$ cat src/rtl/pop_timing_pkg.sv
// Shared FSM state, error codes and gate bookkeeping for the POP sequence monitor.
package pop_timing_pkg;

    localparam int unsigned ERR_W     = 3;
    localparam int unsigned NUM_GATES = 3;

    // Bit positions of the three sequenced gates in rise/level vectors
    localparam int unsigned GATE_PUMP  = 0;
    localparam int unsigned GATE_MW    = 1;
    localparam int unsigned GATE_PROBE = 2;

    typedef enum logic [2:0] {
        IDLE  = 3'd0,
        PUMP  = 3'd1,
        GAP1  = 3'd2,
        MW_ON = 3'd3,
        GAP2  = 3'd4,
        PROBE = 3'd5
    } pop_state_e;

    localparam logic [ERR_W-1:0] ERR_NONE    = ERR_W'(0);
    localparam logic [ERR_W-1:0] ERR_ORDER   = ERR_W'(1);
    localparam logic [ERR_W-1:0] ERR_OVERLAP = ERR_W'(2);
    localparam logic [ERR_W-1:0] ERR_TIMEOUT = ERR_W'(3);
    localparam logic [ERR_W-1:0] ERR_SAMPLE  = ERR_W'(4);

    // Gate whose rise is legal in each state; a fall+rise chain reaches the next gate early.
    function automatic logic [NUM_GATES-1:0] expected_rise(input pop_state_e st);
        logic [NUM_GATES-1:0] exp_v;
        exp_v = NUM_GATES'(0);
        case (st)
            IDLE, PROBE:  exp_v[GATE_PUMP]  = 1'b1;
            PUMP, GAP1:   exp_v[GATE_MW]    = 1'b1;
            MW_ON, GAP2:  exp_v[GATE_PROBE] = 1'b1;
            default:      exp_v[GATE_PUMP]  = 1'b1;
        endcase
        return exp_v;
    endfunction

endpackage

$ cat src/rtl/pop_edge_sync.sv
// Input synchroniser with rise/fall detection; disarmed for the first cycle after reset
// so a gate already high at release never reports a rise.
module pop_edge_sync #(
    parameter int unsigned SYNC_STAGES = 2
) (
    input  logic clk,
    input  logic reset,
    input  logic din,
    output logic level_c,
    output logic rise_c,
    output logic fall_c
);

    logic [SYNC_STAGES-1:0] sync_q, sync_d;
    logic                   prev_q, prev_d;
    logic                   armed_q, armed_d;

    // While disarmed the whole chain preloads the current input, so no edge is seen on arming.
    always_comb begin
        armed_d = 1'b1;
        sync_d  = sync_q;
        prev_d  = prev_q;
        if (armed_q) begin
            sync_d[0] = din;
            for (int unsigned i = 1; i < SYNC_STAGES; i++) begin
                sync_d[i] = sync_q[i-1];
            end
            prev_d = sync_q[SYNC_STAGES-1];
        end else begin
            sync_d = {SYNC_STAGES{din}};
            prev_d = din;
        end
    end

    always_ff @(posedge clk) begin
        if (reset) begin
            sync_q  <= '0;
            prev_q  <= 1'b0;
            armed_q <= 1'b0;
        end else begin
            sync_q  <= sync_d;
            prev_q  <= prev_d;
            armed_q <= armed_d;
        end
    end

    assign level_c = sync_q[SYNC_STAGES-1];
    assign rise_c  = armed_q &  level_c & ~prev_q;
    assign fall_c  = armed_q & ~level_c &  prev_q;

endmodule

$ cat src/rtl/pop_sequence_monitor.sv
// Measures pump / MW / probe gate timing of a POP sequence and flags ordering,
// overlap, timeout and stray-sample errors.
module pop_sequence_monitor
    import pop_timing_pkg::*;
#(
    parameter int unsigned WIDTH       = 16,
    parameter int unsigned SYNC_STAGES = 2
) (
    input  logic             clk,
    input  logic             reset,
    input  logic             pump,
    input  logic             probe,
    input  logic             MW,
    input  logic             sample,
    output logic [WIDTH-1:0] pump_width,
    output logic [WIDTH-1:0] mw_delay,
    output logic [WIDTH-1:0] mw_width,
    output logic [WIDTH-1:0] probe_delay,
    output logic [WIDTH-1:0] probe_width,
    output logic             meas_valid,
    output logic             seq_error,
    output logic [ERR_W-1:0] err_code,
    output logic [WIDTH-1:0] cycle_count
);

    logic pump_lvl, pump_rise, pump_fall;
    logic mw_lvl, mw_rise, mw_fall;
    logic probe_lvl, probe_rise, probe_fall;
    logic sample_lvl, sample_rise_unused, sample_fall_unused;

    pop_edge_sync #(.SYNC_STAGES(SYNC_STAGES)) u_sync_pump (
        .clk(clk), .reset(reset), .din(pump),
        .level_c(pump_lvl), .rise_c(pump_rise), .fall_c(pump_fall)
    );
    pop_edge_sync #(.SYNC_STAGES(SYNC_STAGES)) u_sync_mw (
        .clk(clk), .reset(reset), .din(MW),
        .level_c(mw_lvl), .rise_c(mw_rise), .fall_c(mw_fall)
    );
    pop_edge_sync #(.SYNC_STAGES(SYNC_STAGES)) u_sync_probe (
        .clk(clk), .reset(reset), .din(probe),
        .level_c(probe_lvl), .rise_c(probe_rise), .fall_c(probe_fall)
    );
    pop_edge_sync #(.SYNC_STAGES(SYNC_STAGES)) u_sync_sample (
        .clk(clk), .reset(reset), .din(sample),
        .level_c(sample_lvl), .rise_c(sample_rise_unused), .fall_c(sample_fall_unused)
    );

    pop_state_e       state_q, state_d;
    logic [WIDTH-1:0] cnt_q, cnt_d;
    logic [WIDTH-1:0] pump_width_s_q, pump_width_s_d;
    logic [WIDTH-1:0] mw_delay_s_q, mw_delay_s_d;
    logic [WIDTH-1:0] mw_width_s_q, mw_width_s_d;
    logic [WIDTH-1:0] probe_delay_s_q, probe_delay_s_d;
    logic [WIDTH-1:0] pump_width_q, pump_width_d;
    logic [WIDTH-1:0] mw_delay_q, mw_delay_d;
    logic [WIDTH-1:0] mw_width_q, mw_width_d;
    logic [WIDTH-1:0] probe_delay_q, probe_delay_d;
    logic [WIDTH-1:0] probe_width_q, probe_width_d;
    logic [WIDTH-1:0] cycle_count_q, cycle_count_d;
    logic             meas_valid_q, meas_valid_d;
    logic             seq_error_q, seq_error_d;
    logic [ERR_W-1:0] err_code_q, err_code_d;

    logic [NUM_GATES-1:0] gate_rise_c;
    logic                 overlap_c;
    logic [WIDTH-1:0]     cnt_inc;
    logic [ERR_W-1:0]     err;

    always_comb begin
        gate_rise_c             = NUM_GATES'(0);
        gate_rise_c[GATE_PUMP]  = pump_rise;
        gate_rise_c[GATE_MW]    = mw_rise;
        gate_rise_c[GATE_PROBE] = probe_rise;
    end

    assign overlap_c = (pump_lvl & mw_lvl) | (pump_lvl & probe_lvl) | (mw_lvl & probe_lvl);

    // Next-state, measurement capture and error handling
    always_comb begin
        state_d         = state_q;
        cnt_inc         = cnt_q + WIDTH'(1);
        cnt_d           = cnt_inc;
        pump_width_s_d  = pump_width_s_q;
        mw_delay_s_d    = mw_delay_s_q;
        mw_width_s_d    = mw_width_s_q;
        probe_delay_s_d = probe_delay_s_q;
        pump_width_d    = pump_width_q;
        mw_delay_d      = mw_delay_q;
        mw_width_d      = mw_width_q;
        probe_delay_d   = probe_delay_q;
        probe_width_d   = probe_width_q;
        cycle_count_d   = cycle_count_q;
        meas_valid_d    = 1'b0;
        seq_error_d     = seq_error_q;
        err_code_d      = err_code_q;
        err             = ERR_NONE;

        // Lowest code wins when several conditions coincide
        if ((gate_rise_c & ~expected_rise(state_q)) != NUM_GATES'(0)) begin
            err = ERR_ORDER;
        end else if (overlap_c) begin
            err = ERR_OVERLAP;
        end else if ((state_q != IDLE) && (&cnt_q)) begin
            err = ERR_TIMEOUT;
        end else if (sample_lvl && (state_q != PROBE)) begin
            err = ERR_SAMPLE;
        end

        if (err != ERR_NONE) begin
            state_d     = IDLE;
            cnt_d       = WIDTH'(0);
            seq_error_d = 1'b1;
            if (!seq_error_q) begin
                err_code_d = err;
            end
        end else begin
            // The exit value is cnt+1 because the edge cycle itself belongs to the interval.
            case (state_q)
                IDLE: begin
                    cnt_d = WIDTH'(0);
                    if (pump_rise) begin
                        state_d = PUMP;
                    end
                end
                PUMP: begin
                    if (pump_fall) begin
                        pump_width_s_d = cnt_inc;
                        cnt_d          = WIDTH'(0);
                        if (mw_rise) begin
                            mw_delay_s_d = WIDTH'(0);
                            state_d      = MW_ON;
                        end else begin
                            state_d = GAP1;
                        end
                    end
                end
                GAP1: begin
                    if (mw_rise) begin
                        mw_delay_s_d = cnt_inc;
                        cnt_d        = WIDTH'(0);
                        state_d      = MW_ON;
                    end
                end
                MW_ON: begin
                    if (mw_fall) begin
                        mw_width_s_d = cnt_inc;
                        cnt_d        = WIDTH'(0);
                        if (probe_rise) begin
                            probe_delay_s_d = WIDTH'(0);
                            state_d         = PROBE;
                        end else begin
                            state_d = GAP2;
                        end
                    end
                end
                GAP2: begin
                    if (probe_rise) begin
                        probe_delay_s_d = cnt_inc;
                        cnt_d           = WIDTH'(0);
                        state_d         = PROBE;
                    end
                end
                PROBE: begin
                    if (probe_fall) begin
                        pump_width_d  = pump_width_s_q;
                        mw_delay_d    = mw_delay_s_q;
                        mw_width_d    = mw_width_s_q;
                        probe_delay_d = probe_delay_s_q;
                        probe_width_d = cnt_inc;
                        meas_valid_d  = 1'b1;
                        if (cycle_count_q != {WIDTH{1'b1}}) begin
                            cycle_count_d = cycle_count_q + WIDTH'(1);
                        end
                        cnt_d   = WIDTH'(0);
                        state_d = pump_rise ? PUMP : IDLE;
                    end
                end
                default: begin
                    state_d = IDLE;
                    cnt_d   = WIDTH'(0);
                end
            endcase
        end
    end

    always_ff @(posedge clk) begin
        if (reset) begin
            state_q         <= IDLE;
            cnt_q           <= '0;
            pump_width_s_q  <= '0;
            mw_delay_s_q    <= '0;
            mw_width_s_q    <= '0;
            probe_delay_s_q <= '0;
            pump_width_q    <= '0;
            mw_delay_q      <= '0;
            mw_width_q      <= '0;
            probe_delay_q   <= '0;
            probe_width_q   <= '0;
            cycle_count_q   <= '0;
            meas_valid_q    <= 1'b0;
            seq_error_q     <= 1'b0;
            err_code_q      <= ERR_NONE;
        end else begin
            state_q         <= state_d;
            cnt_q           <= cnt_d;
            pump_width_s_q  <= pump_width_s_d;
            mw_delay_s_q    <= mw_delay_s_d;
            mw_width_s_q    <= mw_width_s_d;
            probe_delay_s_q <= probe_delay_s_d;
            pump_width_q    <= pump_width_d;
            mw_delay_q      <= mw_delay_d;
            mw_width_q      <= mw_width_d;
            probe_delay_q   <= probe_delay_d;
            probe_width_q   <= probe_width_d;
            cycle_count_q   <= cycle_count_d;
            meas_valid_q    <= meas_valid_d;
            seq_error_q     <= seq_error_d;
            err_code_q      <= err_code_d;
        end
    end

    assign pump_width  = pump_width_q;
    assign mw_delay    = mw_delay_q;
    assign mw_width    = mw_width_q;
    assign probe_delay = probe_delay_q;
    assign probe_width = probe_width_q;
    assign cycle_count = cycle_count_q;
    assign meas_valid  = meas_valid_q;
    assign seq_error   = seq_error_q;
    assign err_code    = err_code_q;

endmodule

$ cat config.mk
export PLATFORM = sky130hd
export DESIGN_NAME = pop_sequence_monitor
export DESIGN_NICKNAME = d
export VERILOG_FILES = /design/src/rtl/pop_timing_pkg.sv /design/src/rtl/pop_edge_sync.sv /design/src/rtl/pop_sequence_monitor.sv
export SDC_FILE = /design/constraint.sdc
export NUM_CORES = 1
export LEC_CHECK = 0
export ABC_AREA = 1
export BUFFER_PORTS_ARGS = -buffer_cell sky130_fd_sc_hd__buf_4
export CAP_MARGIN = 10
export CORE_UTILIZATION = 40
export CTS_CLUSTER_SIZE = 14
export DETAILED_ROUTE_END_ITERATION = 8
export GPL_ROUTABILITY_DRIVEN = 0
export PLACE_DENSITY = 0.58
export SLEW_MARGIN = 20
export SYNTH_ARGS = -nofsm -noshare
export SYNTH_HDL_FRONTEND = slang
export SYNTH_HIERARCHICAL = 1
export SYNTH_SLANG_ARGS = --single-unit
$ cat constraint.sdc
create_clock -name clk -period 2.1 [get_ports clk]
set_input_delay 0.63 -clock clk [delete_from_list [all_inputs] [get_ports clk]]
set_output_delay 0.63 -clock clk [all_outputs]
set_load 0.05 [all_outputs]
Word-level counts from Yosys, hierarchy flattened. Index checks and enable logic that the tools add are counted.

Register bits after elaboration: 196. Bits of input ports: 6. Output and inout port bits: 101.

$add $sub $neg: 2. Equality and inequality tests: 15. Muxes and demuxes: 40. Bitwise operators: 28. Reduce and logical (&&, ||, !) cells: 22.

Operators by type and width (number): $mux 16 (11); $pmux 16 s5 (1); $pmux 16 s2 (2); $add 16x1->16 const B (2); $mux 3 (10); $pmux 3 s6 (1); $ne 16x16->1 const B (1); $ne 2x2->1 const B (8); $reduce_and 16->1 (1); $and 1x1->1 (15); $mux 1 (11); $reduce_and 5->1 (2); $not 1->1 (9); $reduce_and 3->1 (3); $reduce_bool 3->1 (3); $mux 2 (4); $eq 3x2->1 const B (2); $eq 3x3->1 const B (2); $reduce_and 6->1 (1); $reduce_or 2->1 (3); $reduce_and 4->1 (1); $reduce_bool 2->1 (2); $reduce_or 4->1 (1); $and 3x3->3 (1); other kinds (8) (10).

Logic depth before layout (Yosys ltp). Gate-level depths: netlist (run 1).

Depth in word-level cells: 10. Gate-level depth with buffers: 14. Depth with buffers taken out: 12.

By module. Netlist (run 1), hierarchy kept.

By module, submodules not included: pop_sequence_monitor (times used 1, cells an instance 1175, area an instance 8079.0 um^2, sequential area each 3683.5 um^2); pop_edge_sync (times used 4, cells an instance 16, area an instance 131.4 um^2, sequential area each 80.1 um^2).

Worst setup path after synthesis (run 1). OpenSTA, ideal clock, no wires.

Path type: flip-flop to flip-flop. Start point: register cycle_count_q[1] (netlist: cycle_count[1]). End point: register cycle_count_q[11] (netlist: cycle_count[11]). Setup time: 0.070 ns. Data arrival time: 2.071 ns. Data required time: 2.030 ns. Path slack: -0.042 ns. Stages on the path, launching flop included: 9. Buffers on the path: 1. Clock period less this slack: 2.142 ns. Cells stage by stage: dfxtp_1 > ha_1 > nand2_1 > nor2_1 > nand4_1 > nand3_1 > buf_2 > nand2_1 > a21oi_1.

Word-level cells in the longest chain between the ends: 2. Elaborated cells between the ends (all ways): 3. Those cells by class: add/sub (1); eq/ne (1); reduce/logical (1).

Ends and longest elaborated chain: start, declared (RTL line pop_sequence_monitor.sv:59) `logic [WIDTH-1:0] cycle_count_q, cycle_count_d;`; start signal, assigned (RTL line pop_sequence_monitor.sv:215) `cycle_count_q <= cycle_count_d;`; branches (longest 2 deep; another with $add 16x1->16).

Several ways; the timed one is not identified. A chain may end at the register's enable or synchronous reset.

Worst setup path after layout (run 1).
Start point: register cnt_q[0]. End point: register cnt_q[6].

Word-level cells in the longest chain between the ends: 7. Elaborated cells between the ends (all ways): 14. Those cells by class: add/sub (1); mux (9); reduce/logical (4).

Ends and longest elaborated chain: start, declared (RTL line pop_sequence_monitor.sv:49) `logic [WIDTH-1:0] cnt_q, cnt_d;`; start signal, assigned (RTL line pop_sequence_monitor.sv:205) `cnt_q <= cnt_d;`; branches (longest 7 deep; another with $add 16x1->16).

Several ways; the timed one is not identified.

==> run metrics, run 1 <==
status finished clean; Area growth syn-to-layout 22.76%; Post-Syn Nets 1241; average wire per cell in the routed design 13.99 um; Routed Antenna Nets 0; cts hold-fix bufs 0; RSZ-0062 raised after global routing yes; worst-path fanout max 16; Syn Inst Count 1233; cts bufs inserted 17; Die Area 0.02199 mm2; Final period util 0.9467; MaxCap Viol Count 0; CTS H-tree depth 4; nets 1347; num ports 107; slowest CP cell dfxtp_1; vias in the first global route 7121; Fmax slightly above 500 MHz; Num Clock Sinks 199; routed via count 7783; Syn Area/Cell 6.943 um2; first drt pass iteration count 7; commonest non-fill, non-tap cell in the layout nand2_1; final worst slack about 110 ps; Crit path max-delay family simple AND/OR/NAND/NOR gates; most frequent CP cell nor2_1; grt ovf 0; type of element capturing the critical path register; maximum vdd drop 481.1 uV; data required time of the critical path 2460 ps; CP cell instances ha_1 > nand2_1 > nor2_1 > buf_4 > nand3_1 > nor2_1 > nor2_1 > nand3_1 > inv_2 > nand3_4 > nor2_1; PD cells 708.5 mW/mm2; clock buffer depth 2; share of cells above drive strength 1 0.1524; design area between 0.01 and 0.015 mm2; DRC 0; CP bufs+invs 2; initial antenna violation count 0; Hold Crit Class in -> reg; first-pass GRT wire length between 30000 and 40000 um; Finish-stage setup viols 0; FP Rows 53; clock skew 9.036 ps; Die Wd 148.3 um; critical path class reg -> reg; crit-path max cell delay around 320 ps; synth warn 6; Final Critical Period between 1500 and 2000 ps; DR vias/cell 4.784; largest net degree at the start of global routing 85; Global Route Usage Sum 0.2067; Fill cells 2098; Initial Utilization 0.4072; Slew Viols, Final 0; IO buf count 106; crit path DAT approximately 2400 ps; area of the core 0.02102 mm2; DRT Wirelength 22760 um; mapped cell area 0.008561 mm2; critical path startpoint category register; Final Hold Viols 0; drt initial violations approximately 480; antenna fix cells 0; placed cell areas 0.009798 mm2; CTS tree yes; Slew @ Worst Pin between 400 and 500 ps; leak pwr 0.004515 uW; Worst-path clk slew 70 ps; Max-Slew Margin vs Limit 0.7039; clock root buffer clkbuf_16; Die Height 148.3 um; pre-CTS setup slack between 20 and 30 ps; later-pin clock latency in the skew report around 430 ps; DP HPWL 14880 um; most frequent cells in the layout nand2_1, dfxtp_1, nor2_1
-- state kept, by name, indices dropped and copies added (netlist names), 3 cells and up --
name / flops
pump_width: 16
mw_delay_s_q: 16
mw_width: 16
probe_delay: 16
state_q: 3
pump_width_s_q: 16
probe_width: 16
mw_delay: 16
cycle_count: 16
cnt_q: 16
err_code: 3
mw_width_s_q: 16
probe_delay_s_q: 16
-- worst paths after layout --
kind | slack, ps | to | start | depth (start not counted)
max | 110 | cnt_q[6] | cnt_q[0] | 11
min | 400 | u_sync_probe/sync_q[0] | probe | 3
max reg2reg | 110 | cnt_q[6] | cnt_q[0] | 11
min reg2reg | 450 | u_sync_mw/sync_q[1] | u_sync_mw/sync_q[0] | 2
-- stage by stage --
stage | util | hold slack [ps] | setup TNS (ps) | instances | power (uW)
after floorplan | - | 422.8 | 0 | 1233 | 4165
after global placement | 0.4661 | 434.4 | 0 | 1588 | 4241
after detailed placement | 0.4661 | 441.4 | 0 | 1588 | 4242
after CTS | 0.4937 | 388.4 | 0 | 1621 | 7480
after global routing | 0.4999 | 383.7 | -93.85 | 1627 | 7710
final | 0.4999 | 403.9 | 0 | 1627 | 7445
-- worst min-delay path, stage by stage --
cell and delay, ps:
buf_4 80, inv_1 30, nor2_1 60
-- area by class of cell --
cell class | instances | area, um2 | area share
Multi-Input combinational cell | 802 | 3616 | 0.3441
Clock buffer | 18 | 439.2 | 0.04179
Inverter | 168 | 630.6 | 0.06001
Sequential cell | 199 | 3990 | 0.3797
Timing Repair Buffer | 151 | 1355 | 0.1289
Clock inverter | 14 | 133.9 | 0.01274
Tap cell | 275 | 344.1 | 0.03274
-- what timing repair did --
item,in CTS,in global routing
cloned,0,3
setup buffers,1,3
resized for setup,0,11
setup endpoints to repair,1,156
pin swaps,1,3
-- routing by layer --
layer / up-vias / share of wire / track usage
met5: - / 0 / 0
met4: 0 / 0.019 / 0.06959
met3: 28 / 0.045 / 0.04018
met2: 195 / 0.45 / 0.3319
met1: 3490 / 0.49 / 0.2772
li1: 4070 / - / -
-- power breakdown --
part | leakage [uW] | internal [uW] | switching [uW]
registers | 0.00161 | 3800 | 20.4
logic | 0.00262 | 121 | 248
clock network | 0.000290 | 1700 | 1550
total | 0.00452 | 5620 | 1820
(Power assumes the default switching activity.)
==> run 2, diff against run 1 <==
- ABC_AREA: 1 -> 0
- CORE_UTILIZATION: 40 -> 45
- GPL_TIMING_DRIVEN: unset -> 0
- PLACE_DENSITY: 0.58 -> 0.64
==> run metrics, run 2 <==
Sw Share 0.2247 (-0.02022); share of cells above drive strength 1 0.3116 (+0.1592); DRC 0 (unchanged); critical path class reg -> reg; metal2 WL 10390 um (+2.0%); clock skew 6.375 ps (-2.661 ps); Area growth syn-to-layout 38.17%; crit-path max cell delay 490 ps (+170 ps); Final Hold Viols 0 (unchanged); DP HPWL 14340 um (-3.6%); worst-path fanout max 8 (-8); drt initial violations 418 (-13%); leak pwr 0.004017 uW (-11%); Die Wd 132.8 um (-10%); grt ovf 0 (unchanged); maximum vdd drop 609.0 uV (+27%); Syn Inst Count 882 (-28%); cts bufs inserted 17 (unchanged); nets 1067 (-21%); CTS H-tree depth 4 (unchanged); MaxCap Viol Count 0 (unchanged); Finish-stage setup viols 177 (+177); slowest CP cell or4_4; status finished, violations left; mapped cell area 0.007696 mm2 (-10%); CTS tree yes; violated checks negative setup slack; CP bufs+invs 1 (-1); most frequent CP cell or4_4; Logic pwr share 0.041 (-0.009); Hold Crit Class in -> reg; FP Rows 47 (-11%); first-pass GRT wire length 33130 um (-7.8%); Die Height 132.8 um (-10%); PD cells 695.5 mW/mm2 (-1.8%); Finished Core Util 0.6390 (+0.1391); Clock Power Share 0.444 (+0.006); cts hold-fix bufs 0 (unchanged); Max-Slew Margin vs Limit 0.2563 (-0.4476); final worst slack -263.8 ps (-375.7 ps); DR vias/cell 5.275 (+10%); Num Clock Sinks 199 (unchanged); Final Critical Period 2364 ps (+375.7 ps); routed via count 6815 (-12%); CP cell instances buf_6 > or3b_4 > a211o_1 > o221a_4 > or4_4 > or4_4 > a21oi_2; Fill cells 1422 (-32%); Syn Area/Cell 8.726 um2 (+26%); DRT Wirelength 21890 um (-3.8%); data required time of the critical path 2480 ps (+20 ps); vias in the first global route 6140 (-14%); RSZ-0062 raised after global routing yes; clock root buffer clkbuf_16; Psw 1661 uW (-8.9%); synth warn 6 (unchanged); Crit path max-delay family simple AND/OR/NAND/NOR gates; Overall Power 7395 uW (-0.67%); Worst-path clk slew 70 ps (about the same); average wire per cell in the routed design 16.94 um (+21%); largest net degree at the start of global routing 17 (-80%); crit path DAT 2740 ps (+390 ps); Post-Syn Nets 890 (-28%); IO buf count 106 (unchanged); Routed Antenna Nets 0 (unchanged); Internal 5734 uW (+2.0%); Top Metal Used met4; Fmax 423.1 MHz (-16%); type of element capturing the critical path register; critical path startpoint category register; Reg power frac 0.516 (+0.003); Slew @ Worst Pin 1108 ps (+668.1 ps); Final period util 1.126 (+0.1789); first drt pass iteration count 5 (-2); later-pin clock latency in the skew report 440 ps (about the same); area of the core 0.01664 mm2 (-21%); Die Area 0.01763 mm2 (-20%); most frequent cells in the layout dfxtp_1, buf_4, nand2_1; clock buffer depth 2 (unchanged); Initial Utilization 0.4624 (+0.05521); antenna fix cells 0 (unchanged); WL met3 966 um (-5.5%); num ports 107 (unchanged); Global Route Usage Sum 0.2453 (+0.03859); commonest non-fill, non-tap cell in the layout dfxtp_1; Slew Viols, Final 0 (unchanged); M1 WL 10040 um (-9.8%); initial antenna violation count 0 (unchanged)
-- run 2: power by group through the flow --
stage          registers [uW]  logic, uW  clock network (uW)
3_5_place_dp             3900        237                   0
6_report                 3820        300                3280
3_3_place_gp             3900        236                   0
2_1_floorplan            3920        140                   0
5_1_grt                  3820        320                3470
4_1_cts                  3820        286                3310
-- run 2: through the flow --
stage | setup TNS (ps) | worst slack [ps] | instances | cell area [um2] | hold WS (ps)
global placement | -106920 | -897.6 | 1208 | 8920 | 441.7
floorplan | -15910 | -257.7 | 882 | 7849 | 427.1
global route | -38960 | -311.1 | 1292 | 10630 | 420.8
CTS | -23610 | -231.2 | 1281 | 10270 | 423.8
finish | -26410 | -263.8 | 1292 | 10630 | 428.6
detailed placement | -107920 | -922.5 | 1208 | 8920 | 439.4
-- run 2: layer usage --
metal	vias to the layer above	global-route usage
met3	35	0.04330
met2	175	0.3874
met4	0	0.09323
met5	-	0
met1	3255	0.3342
li1	3350	-
-- run 2: repair_timing --
action,CTS,global route
pin swaps,34,21
resized for setup,119,72
cloned,6,3
setup endpoints to repair,179,184
buffers inserted,40,9
-- run 2: layout make-up --
cell class | count | area [um2] | share of cell area
sequential | 199 | 4011 | 0.3772
timing repair buffer | 163 | 1334 | 0.1254
clock inverter | 10 | 120.1 | 0.01130
tap | 220 | 275.3 | 0.02589
multi-input combinational | 610 | 3816 | 0.3589
buffer | 55 | 564.3 | 0.05307
clock buffer | 22 | 464.2 | 0.04365
inverter | 13 | 48.80 | 0.004589
-- run 2: path summary, 6_finish.rpt --
path	to	from	cells after the start	slack (ps)
worst min-delay path	u_sync_pump/sync_q[0]	pump	2	430
worst min register to register	probe_delay[0]	probe_delay_s_q[0]	2	440
worst max register to register	cycle_count[5]	state_q[0]	7	-260
worst max-delay path	cycle_count[5]	state_q[0]	7	-260
-- run 2: worst reg2reg max path: cells and delay by family, from the launching register on --
family                 cells  cell delay (ps)
and+or+nand+nor            3             1310
AOI/OAI and AO/OA          3              560
DFF                        1              310
buffers and inverters      1              130
==> run 3, diff against run 2 <==
- CAP_MARGIN: 10 -> 20
- MAX_ROUTING_LAYER: unset -> met4
==> run metrics, run 3 (synthesis gave the netlist of run 2 again) <==
design area 0.01064 mm2 (about the same); worst-path fanout max 8 (unchanged); Die Wd 132.8 um (unchanged); violated checks negative setup slack; leak pwr 0.004017 uW (about the same); data required time of the critical path 2470 ps (about the same); DP HPWL 14340 um (unchanged); grt ovf 0 (unchanged); cts bufs inserted 17 (unchanged); crit-path max cell delay 490 ps (about the same); largest net degree at the start of global routing 17 (unchanged); final setup TNS -25830 ps (+574.1 ps); commonest non-fill, non-tap cell in the layout dfxtp_1; Worst-path clk slew 70 ps (about the same); cts hold-fix bufs 0 (unchanged); nets 1067 (unchanged); DRT Wirelength 21810 um (-0.37%); Crit path max-delay family simple AND/OR/NAND/NOR gates; MaxCap Viol Count 0 (unchanged); CTS tree yes; Final Critical Period 2362 ps (-2.066 ps); pre-CTS setup slack -922.5 ps (unchanged); maximum vdd drop 599.8 uV (-1.5%); CP bufs+invs 1 (unchanged); type of element capturing the critical path register; share of cells above drive strength 1 0.3125 (+0.0009328); final worst slack -261.7 ps (+2.066 ps); Num Clock Sinks 199 (unchanged); drt initial violations 377 (-9.8%); Hold Crit Class in -> reg; average wire per cell in the routed design 16.88 um (-0.37%); CTS H-tree depth 4 (unchanged); critical path startpoint category register; CP cell instances buf_6 > or3b_4 > a211o_1 > o221a_4 > or4_4 > or4_4 > a21oi_2; RSZ-0062 raised after global routing yes; clock skew 5.687 ps (-0.6884 ps); area of the core 0.01664 mm2 (unchanged); Finish-stage setup viols 177 (unchanged); vias in the first global route 6142 (+0.033%); critical path class reg -> reg; PD cells 694.5 mW/mm2 (-0.14%); antenna fix cells 0 (unchanged); placed cell areas 0.008920 mm2 (unchanged); DRC 0 (unchanged); Global Route Usage Sum 0.2529 (+0.007527); routed via count 6755 (-0.88%); Final Hold Viols 0 (unchanged); FP Rows 47 (unchanged); IO buf count 106 (unchanged); Slew @ Worst Pin 1079 ps (-29.00 ps); slowest CP cell or4_4; Finished Core Util 0.6393 (about the same); most frequent cells in the layout dfxtp_1, buf_4, nand2_1; Max-Slew Margin vs Limit 0.2758 (+0.01948); Initial Utilization 0.4624 (unchanged); Slew Viols, Final 0 (unchanged); Die Area 0.01763 mm2 (unchanged); Die Height 132.8 um (unchanged); initial antenna violation count 0 (unchanged); status finished, violations left; clock root buffer clkbuf_16; crit path DAT 2730 ps (about the same); Area growth syn-to-layout 38.24% (about the same); num ports 107 (unchanged); later-pin clock latency in the skew report 440 ps (about the same); worst hold slack 437.3 ps (+8.668 ps); Fmax 423.4 MHz (about the same); most frequent CP cell or4_4; first-pass GRT wire length 33130 um (about the same); clock buffer depth 2 (unchanged); Routed Antenna Nets 0 (unchanged); DR vias/cell 5.228 (-0.88%); Final period util 1.125 (about the same); first drt pass iteration count 5 (unchanged)
==> run 3: final timing paths <==
| path | end | slack, ps | cells past startpoint | startpoint |
|---|---|---|---|---|
| max | cycle_count[5] | -260 | 7 | state_q[0] |
| min | u_sync_pump/sync_q[0] | 440 | 2 | pump |
| max reg2reg | cycle_count[5] | -260 | 7 | state_q[0] |
| min reg2reg | probe_delay[0] | 440 | 2 | probe_delay_s_q[0] |
==> run 3: area by class of cell <==
cell class	count	area (um2)
Tap cell	220	275.3
Clock buffer	22	464.2
Fill cell	1422	6003
Timing Repair Buffer	163	1334
Clock inverter	10	120.1
Inverter	13	48.80
Buffer	55	564.3
Multi-Input combinational cell	610	3821
Sequential cell	199	4011
==> run 3: routing by layer <==
metal,global-route usage,vias up,share of wire
li1,-,3345,-
met1,0.3347,3202,0.46
met2,0.3868,178,0.48
met3,0.04330,30,0.047
met4,0.09323,0,0.020
met5,-,-,0
==> run 3: repair_timing <==
| item | in CTS | in global routing |
|---|---|---|
| setup endpoints to repair | 179 | 184 |
| pin swaps | 34 | 20 |
| hold endpoints to repair | 0 | 0 |
| cloned | 6 | 3 |
| buffers inserted | 40 | 9 |
| gates resized for setup | 119 | 73 |
==> run 3: stage by stage <==
stage / power [uW] / std cells
after floorplan: 4060 / 882
after global placement: 4139 / 1208
after detailed placement: 4140 / 1208
after CTS: 7409 / 1281
after global routing: 7611 / 1292
final: 7388 / 1292
==> run 3: power by group <==
group,internal (uW),total [uW],switching [uW]
Combinational,114,299,185
Clock,1830,3270,1450
Sequential,3790,3820,21.6
Total,5730,7390,1650
